--- src/rtl/mc_ctrl_pkg.sv ---
// Shared encodings for the multicycle controller: states, opcodes and the
// datapath select codes consumed by the external ALU decoder and muxes.
package mc_ctrl_pkg;

  typedef enum logic [3:0] {
    S_FETCH,
    S_DECODE,
    S_MEMADR,
    S_MEMREAD,
    S_MEMWB,
    S_MEMWRITE,
    S_EXEC_R,
    S_EXEC_I,
    S_ALUWB,
    S_BRANCH,
    S_JALR_ADR,
    S_JUMP,
    S_UPPER,
    S_TRAP
  } state_t;

  localparam logic [6:0] OP_LOAD   = 7'b0000011;
  localparam logic [6:0] OP_STORE  = 7'b0100011;
  localparam logic [6:0] OP_RTYPE  = 7'b0110011;
  localparam logic [6:0] OP_ITYPE  = 7'b0010011;
  localparam logic [6:0] OP_BRANCH = 7'b1100011;
  localparam logic [6:0] OP_JAL    = 7'b1101111;
  localparam logic [6:0] OP_JALR   = 7'b1100111;
  localparam logic [6:0] OP_LUI    = 7'b0110111;
  localparam logic [6:0] OP_AUIPC  = 7'b0010111;

  localparam logic [1:0] RES_ALUOUT = 2'b00;
  localparam logic [1:0] RES_RDATA  = 2'b01;
  localparam logic [1:0] RES_ALURES = 2'b10;

  localparam logic [1:0] SRCA_PC    = 2'b00;
  localparam logic [1:0] SRCA_OLDPC = 2'b01;
  localparam logic [1:0] SRCA_RS1   = 2'b10;
  localparam logic [1:0] SRCA_ZERO  = 2'b11;

  localparam logic [1:0] SRCB_RS2  = 2'b00;
  localparam logic [1:0] SRCB_IMM  = 2'b01;
  localparam logic [1:0] SRCB_FOUR = 2'b10;

  localparam logic [1:0] ALUOP_ADD    = 2'b00;
  localparam logic [1:0] ALUOP_BRANCH = 2'b01;
  localparam logic [1:0] ALUOP_FUNCT  = 2'b10;

  localparam logic [2:0] IMM_I = 3'b000;
  localparam logic [2:0] IMM_B = 3'b001;
  localparam logic [2:0] IMM_S = 3'b010;
  localparam logic [2:0] IMM_J = 3'b011;
  localparam logic [2:0] IMM_U = 3'b100;

  // Unknown opcodes fall back to the I format; their result is never used.
  function automatic logic [2:0] imm_format(input logic [6:0] op);
    case (op)
      OP_STORE:          return IMM_S;
      OP_BRANCH:         return IMM_B;
      OP_JAL:            return IMM_J;
      OP_LUI, OP_AUIPC:  return IMM_U;
      default:           return IMM_I;
    endcase
  endfunction

endpackage

--- src/rtl/mc_controller.sv ---
// Multicycle RV32I main control FSM: sequences fetch, decode, execute,
// memory and write-back, and drives the datapath selects and strobes.
//
// state      | meaning
// FETCH      | read instruction at PC, PC <= PC+4 on completion
// DECODE     | register read, ALUOut <= oldPC+imm, dispatch on op
// MEMADR     | ALUOut <= rs1+imm for load/store
// MEMREAD    | read data memory at ALUOut
// MEMWB      | write loaded data to rd
// MEMWRITE   | store rs2 at ALUOut
// EXEC_R     | ALUOut <= rs1 op rs2
// EXEC_I     | ALUOut <= rs1 op imm
// ALUWB      | write ALUOut to rd
// BRANCH     | compare, PC <= target when taken
// JALR_ADR   | ALUOut <= rs1+imm as jump target
// JUMP       | PC <= ALUOut, ALUOut <= oldPC+4
// UPPER      | ALUOut <= imm (lui) or oldPC+imm (auipc)
// TRAP       | illegal opcode, sticky until reset
import mc_ctrl_pkg::*;

module mc_controller #(
  parameter bit MEM_WAIT_EN = 1'b1,
  parameter bit TRAP_EN     = 1'b1
) (
  input  logic       clk,
  input  logic       reset,
  input  logic [6:0] op,
  input  logic       branch_taken,
  input  logic       mem_ready,
  output logic       pcwrite,
  output logic       adrsrc,
  output logic       memwrite,
  output logic       irwrite,
  output logic       regwrite,
  output logic [1:0] resultsrc,
  output logic [1:0] alusrca,
  output logic [1:0] alusrcb,
  output logic [1:0] aluop,
  output logic [2:0] immsrc,
  output logic       retire,
  output logic       illegal
);

  state_t state, state_next;
  logic   done;

  assign done   = MEM_WAIT_EN ? mem_ready : 1'b1;
  assign immsrc = imm_format(op);

  always_ff @(posedge clk) begin
    if (reset) state <= S_FETCH;
    else       state <= state_next;
  end

  always_comb begin
    state_next = state;
    pcwrite    = 1'b0;
    adrsrc     = 1'b0;
    memwrite   = 1'b0;
    irwrite    = 1'b0;
    regwrite   = 1'b0;
    resultsrc  = RES_ALUOUT;
    alusrca    = SRCA_PC;
    alusrcb    = SRCB_RS2;
    aluop      = ALUOP_ADD;
    retire     = 1'b0;
    illegal    = 1'b0;

    if (reset) begin
      // Hold the FETCH selects but keep every strobe quiet, whatever the state.
      resultsrc = RES_ALURES;
      alusrcb   = SRCB_FOUR;
    end else begin
      case (state)
        S_FETCH: begin
          resultsrc = RES_ALURES;
          alusrcb   = SRCB_FOUR;
          pcwrite   = done;
          irwrite   = done;
          if (done) state_next = S_DECODE;
        end
        S_DECODE: begin
          alusrca = SRCA_OLDPC;
          alusrcb = SRCB_IMM;
          case (op)
            OP_LOAD, OP_STORE: state_next = S_MEMADR;
            OP_RTYPE:          state_next = S_EXEC_R;
            OP_ITYPE:          state_next = S_EXEC_I;
            OP_BRANCH:         state_next = S_BRANCH;
            OP_JAL:            state_next = S_JUMP;
            OP_JALR:           state_next = S_JALR_ADR;
            OP_LUI, OP_AUIPC:  state_next = S_UPPER;
            default:           state_next = TRAP_EN ? S_TRAP : S_FETCH;
          endcase
        end
        S_MEMADR: begin
          alusrca    = SRCA_RS1;
          alusrcb    = SRCB_IMM;
          state_next = op[5] ? S_MEMWRITE : S_MEMREAD;
        end
        S_MEMREAD: begin
          adrsrc = 1'b1;
          if (done) state_next = S_MEMWB;
        end
        S_MEMWB: begin
          resultsrc  = RES_RDATA;
          regwrite   = 1'b1;
          retire     = 1'b1;
          state_next = S_FETCH;
        end
        S_MEMWRITE: begin
          adrsrc   = 1'b1;
          memwrite = 1'b1;
          retire   = done;
          if (done) state_next = S_FETCH;
        end
        S_EXEC_R: begin
          alusrca    = SRCA_RS1;
          aluop      = ALUOP_FUNCT;
          state_next = S_ALUWB;
        end
        S_EXEC_I: begin
          alusrca    = SRCA_RS1;
          alusrcb    = SRCB_IMM;
          aluop      = ALUOP_FUNCT;
          state_next = S_ALUWB;
        end
        S_ALUWB: begin
          regwrite   = 1'b1;
          retire     = 1'b1;
          state_next = S_FETCH;
        end
        S_BRANCH: begin
          alusrca    = SRCA_RS1;
          aluop      = ALUOP_BRANCH;
          pcwrite    = branch_taken;
          retire     = 1'b1;
          state_next = S_FETCH;
        end
        S_JALR_ADR: begin
          alusrca    = SRCA_RS1;
          alusrcb    = SRCB_IMM;
          state_next = S_JUMP;
        end
        S_JUMP: begin
          alusrca    = SRCA_OLDPC;
          alusrcb    = SRCB_FOUR;
          pcwrite    = 1'b1;
          state_next = S_ALUWB;
        end
        S_UPPER: begin
          alusrca    = op[5] ? SRCA_ZERO : SRCA_OLDPC;
          alusrcb    = SRCB_IMM;
          state_next = S_ALUWB;
        end
        S_TRAP: begin
          illegal = 1'b1;
        end
        default: state_next = S_FETCH;
      endcase
    end
  end

endmodule

--- config.mk ---
export PLATFORM = sky130hd
export DESIGN_NAME = mc_controller
export DESIGN_NICKNAME = d
export VERILOG_FILES = /design/src/rtl/mc_ctrl_pkg.sv /design/src/rtl/mc_controller.sv
export SDC_FILE = /design/constraint.sdc
export NUM_CORES = 1
export LEC_CHECK = 0
export CAP_MARGIN = 0
export CORE_MARGIN = 2
export CORE_UTILIZATION = 44
export CTS_BUF_LIST = sky130_fd_sc_hd__clkbuf_2
export DETAILED_ROUTE_END_ITERATION = 8
export MAX_ROUTING_LAYER = met4
export PLACE_DENSITY_LB_ADDON = 0.2
export SYNTH_ARGS = -nofsm -noshare
export SYNTH_HDL_FRONTEND = slang
export SYNTH_SLANG_ARGS = --single-unit
--- constraint.sdc ---
create_clock -name clk -period 1.7 [get_ports clk]
set_input_delay 0.34 -clock clk [delete_from_list [all_inputs] [get_ports clk]]
set_output_delay 0.34 -clock clk [all_outputs]
set_load 0.03 [all_outputs]
Word-level counts from Yosys, hierarchy flattened
Cells that the tools add are included.
{"block": "word_totals", "wordCells": 70, "input_bits": 11, "out_inout_bits": 18, "regBits": 4}
{"block": "op_classes", "muxes": 30, "eq_ne": 25, "reduce_logical": 13, "bitwise": 1}
{"cell": "$pmux W4 S8", "n": 1}
{"cell": "$pmux W4 S7", "n": 1}
{"cell": "$eq A4 B4 Y1 const B", "n": 6}
{"cell": "$eq A7 B6 Y1 const B", "n": 3}
{"cell": "$eq A7 B7 Y1 const B", "n": 3}
{"cell": "$eq A4 B3 Y1 const B", "n": 4}
{"cell": "$eq A7 B5 Y1 const B", "n": 2}
{"cell": "$reduce_or A2 Y1", "n": 7}
{"cell": "$mux W1", "n": 12}
{"cell": "$mux W4", "n": 3}
{"cell": "$pmux W2 S2", "n": 3}
{"cell": "$pmux W3 S4", "n": 1}
{"cell": "$mux W2", "n": 5}
{"cell": "$reduce_or A5 Y1", "n": 2}
{"cell": "$eq A4 B2 Y1 const B", "n": 2}
{"cell": "$eq A7 B2 Y1 const B", "n": 1}
{"cell": "$ne A2 B2 Y1 const B", "n": 3}
{"cell": "$pmux W2 S3", "n": 1}
{"cell": "$eq A4 B1 Y1 const B", "n": 1}
{"cell": "$logic_not A4 Y1", "n": 1}
{"cell": "$reduce_and A4 Y1", "n": 1}
{"cell": "$reduce_or A4 Y1", "n": 1}
{"cell": "$mux W3", "n": 1}
{"cell": "$pmux W1 S3", "n": 1}
{"cell": "other kinds (3)", "n": 3}

Depth between registers and ports, before layout
{"block": "logic_depth", "depth_word": 4, "ltp_mapped": 6, "ltp_nobuf": 4}

Worst setup path before layout
Ideal clock, no wire load.
{"block": "synth_path", "path_kind": "input port to output port", "startpoint": "in op[6]", "endpoint": "out immsrc[1]", "required_time_ns": 1.360, "arrival_time_ns": 1.672, "cell_stages": 3, "setup_slack_ns": -0.312, "path_buffers": 0, "path_cell_list": "nor3_2 > nor2_1 > nor4b_1"}
{"block": "synth_via", "elab_chain_len": 3, "elab_cells_between_ends": 7, "cone_classes": "eq/ne: 5; mux: 1; reduce/logical: 1"}
{"item": "from (decl)", "line_no": "mc_controller.sv:27", "text": "input logic [6:0] op,"}
{"item": "$eq A7 B6 Y1 / $eq A7 B5 Y1 (equally long branches)", "line_no": "mc_ctrl_pkg.sv:57", "text": "case (op)"}
{"item": "$reduce_or A2 Y1", "line_no": "mc_ctrl_pkg.sv:57"}
{"item": "$pmux W3 S4 *", "line_no": "mc_ctrl_pkg.sv:57"}
{"item": "to (decl)", "line_no": "mc_controller.sv:39", "text": "output logic [2:0] immsrc,"}
Every way passes the cells marked *; elsewhere a longest branch is shown, timed or not.

Worst setup path after layout
{"block": "layout_path", "startpoint": "reg state[1]", "endpoint": "out alusrcb[0]"}
{"block": "layout_via", "elab_chain_len": 4, "elab_cells_between_ends": 11, "cone_classes": "eq/ne: 6; mux: 2; reduce/logical: 3"}
{"item": "from (decl)", "line_no": "mc_controller.sv:44", "text": "state_t state, state_next;"}
{"item": "from (signal assigned)", "line_no": "mc_controller.sv:52", "text": "else state <= state_next;"}
{"item": "$eq A4 B1 Y1, or another cell as far along", "line_no": "mc_controller.sv:74", "text": "case (state)"}
{"item": "$reduce_or A5 Y1 (no source line) / $reduce_or A2 Y1 (equally long branches)"}
{"item": "$pmux W2 S2 *", "line_no": "mc_controller.sv:74"}
{"item": "$mux W2 *", "line_no": "mc_controller.sv:69", "text": "if (reset) begin"}
{"item": "to (decl)", "line_no": "mc_controller.sv:37", "text": "output logic [1:0] alusrcb,"}
Marked as above.

==> impl_metrics.toml <==
[outcome]
status = "finished with violations"
violations = "negative setup slack"

[pwr]
power_density_nw_per_um2 = 1010
vdd.ir_drop.worst_mv = 0.676
power_leakage_nw = 0.514

[detailed_routing]
drt-pass1-iter-count = 4
ant_nets = 0
routed.top_layer = "met4"
vias = 1011
first_iter_violations = 23
wl_met2_um = 1310
wl_per_cell_um = 14.6
wl_met3_um = 133
wl_um = 2450
drcViolationCount = 0
met1Wirelength_um = 943
vias_per_cell = 6.02

[sta]
fmax_mhz = 580
tightest_slew_ns = 0.353
fin_ws_ns = -0.0245
setup_tns_ns = -0.0418
fin_skew_ns = 0.00684
period_needed_ns = 1.72
slew_headroom_pct = 76.3
finalHoldViolCount = 0
rsz0062_at_grt = "true"
final_max_slew_viol_count = 0
min_period_over_period_pct = 101
setup-violations-final = 2

[global_route]
grt_pass1_wl_um = 3710
grt_max_degree = 11
antenna_found_initial = 0
grt_pass1_vias = 924
track_usage_pct = 26.6
overflow = 0

[critical_path]
path_class = "flop to output port"
crit_end = "alusrcb[0]"
cpMaxStageDelayCell = "dfxtp_4"
cp.arrival_ns = 1.38
start_kind = "flop"
cp.required_ns = 1.36
worst-r2r-setup-slack_ns = 0.40
r2r-start = "state[3]"
cp_slowest_stage_delay_ns = 0.37
reg2reg_to = "state[2]"
rr_worst_depth = 5
cp_max_fo = 6
worstPathCellList = "buf_6 > nand3b_1 > a21oi_1 > a31oi_1 > nor2_1 > buf_4"
end_kind = "output port"
startpoint = "state[1]"

[logic_synthesis]
netlist_top_cells_count = "nor2_1, a21oi_1, o21ai_0, nand2_1, nor4_1"
synth-async-reset-ratio_pct = 0
synth_most_common_cell = "nor2_1"
ys_ff_latch = 4
synth-edff-count = 0
synthTopCellsByArea = "dfxtp_1, a21oi_1, o21ai_0, nor2_1, nor4_1"
syn_area_sq_um = 693
dominantRegCellSynth = "dfxtp_1"
yosysTopAreaCellShare_pct = 11.6
syn_inst = 105
synth_top_area_cell = "dfxtp_1"
synth-seq-area-share_pct = 11.6
synth.avg_cell_area_sq_um = 6.60
yosysUniqueCellTypes = 41
synth_nets = 116
yosys_warnings = 0

[clock_tree]
root_buffer = "clkbuf_2"
path_clk_slew_ns = 0.05
numClockSinks = 4
tritoncts = "built"
hold_buffers = 0
cts_buffers = 3
clock_path_buffers = 2
clk_latency_ns = 0.23
h-tree-depth = 1

[final_layout]
syn2layout_area_growth_pct = 73.5
largest_register_ffs = 4
regMostFlops = "state"
reg_top3 = "state x4"
stdcell_count = 168
diodes = 0
layout-drive-gt1-share_pct = 50.7
nets = 165

[die]
initial_core_util_pct = 46.6
die_y_um = 43.7
num_io_pins = 29
die_w_um = 43.7
fp-row-count = 14
core-area_sq_um = 1490
dieArea_sq_um = 1910

[placement]
place.gp.congestion = 0.865
io_buffer_count = 28
dp_cells = 163
dp_hpwl_um = 1790

[hold_path]
hp-class = "primary input to flop"

[job]
cap_violations = 0
-- final cells by class --
cell class	count	area, sq um
multi-input cells	89	634
repair buffers	54	430
fillers	110	287
flip-flops and latches	4	95.1
well taps	16	20.0
clock buffers	3	15.0
inverters	2	7.51
-- cell families after synthesis --
family / Yosys count / synth area share [%]
compound gates: 30 / 28.5
xor+xnor: 2 / 2.53
buf+inv: 12 / 9.56
flops: 4 / 11.6
mux: 1 / 1.44
simple gates: 56 / 46.4
-- layout by cell type, fill, tap and decap left out, types with 3 or more instances in the layout --
cell type / n
o21ai_0: 7
nand3_1: 4
nand2_1: 6
nand2b_1: 5
nand3b_1: 3
clkbuf_2: 6
dfxtp_4: 4
nor2_1: 9
dlygate4sd2_1: 6
nor4_1: 4
buf_6: 6
a21oi_1: 8
nor2b_1: 3
buf_4: 38
-- where the power goes --
group	switching (mW)	leakage [nW]	internal (mW)
Clock	0.0464	0.0125	0.0473
Sequential	0.0703	0.0356	0.135
Combinational	0.513	0.465	0.407
-- through the flow --
stage                     total power [mW]  instance area, sq um  utilization, %  hold slack (ns)  worst slack, ns
after floorplan                      0.749                   733               -            0.520          -0.0980
after global placement                1.00                  1110            74.5            0.692           -0.186
after detailed placement              1.02                  1110            74.5            0.706           -0.221
after CTS                             1.13                  1140            76.7            0.663           0.0114
after global routing                  1.31                  1200            80.8            0.677          -0.0924
final                                 1.22                  1200            80.8            0.635          -0.0245
-- critical path: cells and delay by family, from the launching register on --
kind	cells	cell delay [ns]
DFF	1	0.37
buffers and inverters	2	0.29
and+or+nand+nor	2	0.28
AOI/OAI and AO/OA	2	0.22
-- routing by layer --
metal | vias up | global-route usage (%)
met4 | 0 | 15.2
met3 | 9 | 4.17
met2 | 50 | 47.6
met1 | 468 | 27.0
met5 | - | -
li1 | 484 | -
-- worst min path at each step --
| stage | start | end | slack [ns] | cells past startpoint |
|---|---|---|---|---|
| CTS | state[1] | state[3] | 0.66 | 2 |
| global route | op[6] | state[1] | 0.68 | 5 |
| detailed placement | state[1] | state[3] | 0.71 | 2 |
| global placement | state[1] | state[3] | 0.69 | 2 |
| floorplan | op[4] | state[2] | 0.52 | 2 |
| finish | op[3] | state[0] | 0.63 | 5 |
-- timing repair --
item	in CTS	in global routing
resized for setup	22	23
hold endpoints to repair	0	0
endpoints found under the setup margin	15	13
gates cloned	0	0
pin swaps	4	6
setup buffers	0	2
No activity file was read; power rests on OpenSTA's default activity.
==> RTL edit, RTL diff (same settings) <==
Change the parameter `MEM_WAIT_EN` from 1'b1 to 1'b0.
--- a/src/rtl/mc_controller.sv
+++ b/src/rtl/mc_controller.sv
@@ -19,7 +19,7 @@
 import mc_ctrl_pkg::*;
 
 module mc_controller #(
-  parameter bit MEM_WAIT_EN = 1'b1,
+  parameter bit MEM_WAIT_EN = 1'b0,
   parameter bit TRAP_EN     = 1'b1
 ) (
   input  logic       clk,
Behaviour: not the same (a bounded check fails within 4 cycles, from zero or initial values and one cycle with reset high).
==> RTL edit against the original RTL <==
- the flow still finishes with violations (setup timing)
- total power is 42% lower
- setup slack got worse by 210 ps
- sequential cell count unchanged
- die area shrank 4.7%
- area after synthesis decreased by 5.2%
- design area rose by 2.7%
- wire length up 40%
- sequential power down 41%
- global-route usage is 6.3 points higher
- utilization is 11 points higher
==> RTL edit: results (changes against the original RTL) <==
- The clock skew after layout came to 17.2 ps (+10.4 ps).
- Counting instances in the post-synthesis netlist gives the leading cell types as sky130_fd_sc_hd__nor2_1, sky130_fd_sc_hd__a21oi_1, sky130_fd_sc_hd__buf_2, sky130_fd_sc_hd__nand2_1, sky130_fd_sc_hd__nand3_1.
- Final weighted congestion of routability-driven global placement: 0.869 (+0.43%)
- The run finished, with violations left.
* Post-synthesis sequential area ratio: 12.2% (+0.64 points)
* Area share of xor/xnor cells in the synthesized design: 4.00% (+1.5 points)
* Violations in the final reports: setup timing
* Share of cell area taken by muxes after synthesis: 0% (-1.4 points)
- Distinct cell type count after synthesis: 44 (+7.3%)
- Combined global-route utilization of all metal layers: 33.0% (+6.3 points)
- The initial detailed-routing violation count was 92 (+300%).
* Post-DP HPWL: 1560 um (-13%)
- The total via count in the routed design is 1109 (+9.7%).
* Number of buffers inserted by port buffering: 27 (-3.6%)
- The worst IR drop on VDD came to 0.376 mV (-44%).
* Routed len/inst: 20.9 um (+44%)
* Post-layout nets: 162 (-1.8%)
* Setup WS post-layout: -231 ps (-207 ps)
* Final setup violating endpoints: 9 (+7)
- Pin count of the biggest net entering global routing: 15 (+4)
* Via count of the first global-routing pass: 950 (+2.8%)
- First-pass GRT wire length: 4370 um (+18%)
- Critical path's largest stage delay: 340 ps (-30 ps)
* Relative slew slack: 65.4% (-11 points)
- Post-synthesis compound-gate area fraction: 29.0% (+0.43 points)
RTL edit: routing by layer:
metal	part of all wire [%]	wire [um]	global-route usage, %
met5	0	0	-
met4	8.3	283	17.5
met3	11	387	3.02
met2	46	1580	59.7
met1	34	1170	34.5
RTL edit: cell families (layout without fill, tap and decap cells):
kind of cell / Yosys count / in the layout
compound gates: 28 / 28
xor+xnor: 3 / 3
buf+inv: 13 / 64
simple gates: 50 / 50
flops: 4 / 4
RTL edit: what timing repair did:
item / CTS / global route
pin swaps: 5 / 2
buffers inserted: 8 / 2
endpoints found under the setup margin: 13 / 14
resized for setup: 23 / 22
RTL edit: path summary, 6_finish.rpt:
check | cells after the start | start | slack (ps) | end
setup reg to reg | 4 | state[0]$_SDFFE_PP0P_ | 210 | state[0]$_SDFFE_PP0P_
setup / recovery | 6 | state[1]$_SDFFE_PP0P_ | -230 | alusrca[1]
hold reg to reg | 3 | state[1]$_SDFFE_PP0P_ | 710 | state[3]$_SDFFE_PP0P_
hold / removal | 3 | state[1]$_SDFFE_PP0P_ | 710 | state[3]$_SDFFE_PP0P_
RTL edit: through the flow:
stage	total power [uW]	cell area [sq um]	TNS [ps]	std cells
after global placement	488	1020	-1240	151
after floorplan	345	681	-506	98
after global routing	731	1230	-1360	164
after CTS	614	1130	-300	162
after detailed placement	495	1020	-1460	151
final	710	1230	-941	164
RTL edit: critical path, delay by kind of cell, from the launching register on:
| family | cells | cell delay (ps) |
|---|---|---|
| DFF | 1 | 340 |
| buffers and inverters | 2 | 270 |
| and+or+nand+nor | 2 | 340 |
| AOI/OAI and AO/OA | 2 | 410 |
RTL edit: power breakdown:
part,total (uW),internal (uW),switching (uW)
Sequential,121,105,15.6
Clock,107,47.8,59.2
Combinational,482,208,274
RTL edit: final cells by class:
cell class,instances,area (sq um)
flip-flops and latches,4,90.1
well taps,15,18.8
repair buffers,58,504
fillers,54,115
clock buffers,3,15.0
inverters,3,11.3
multi-input cells,81,596
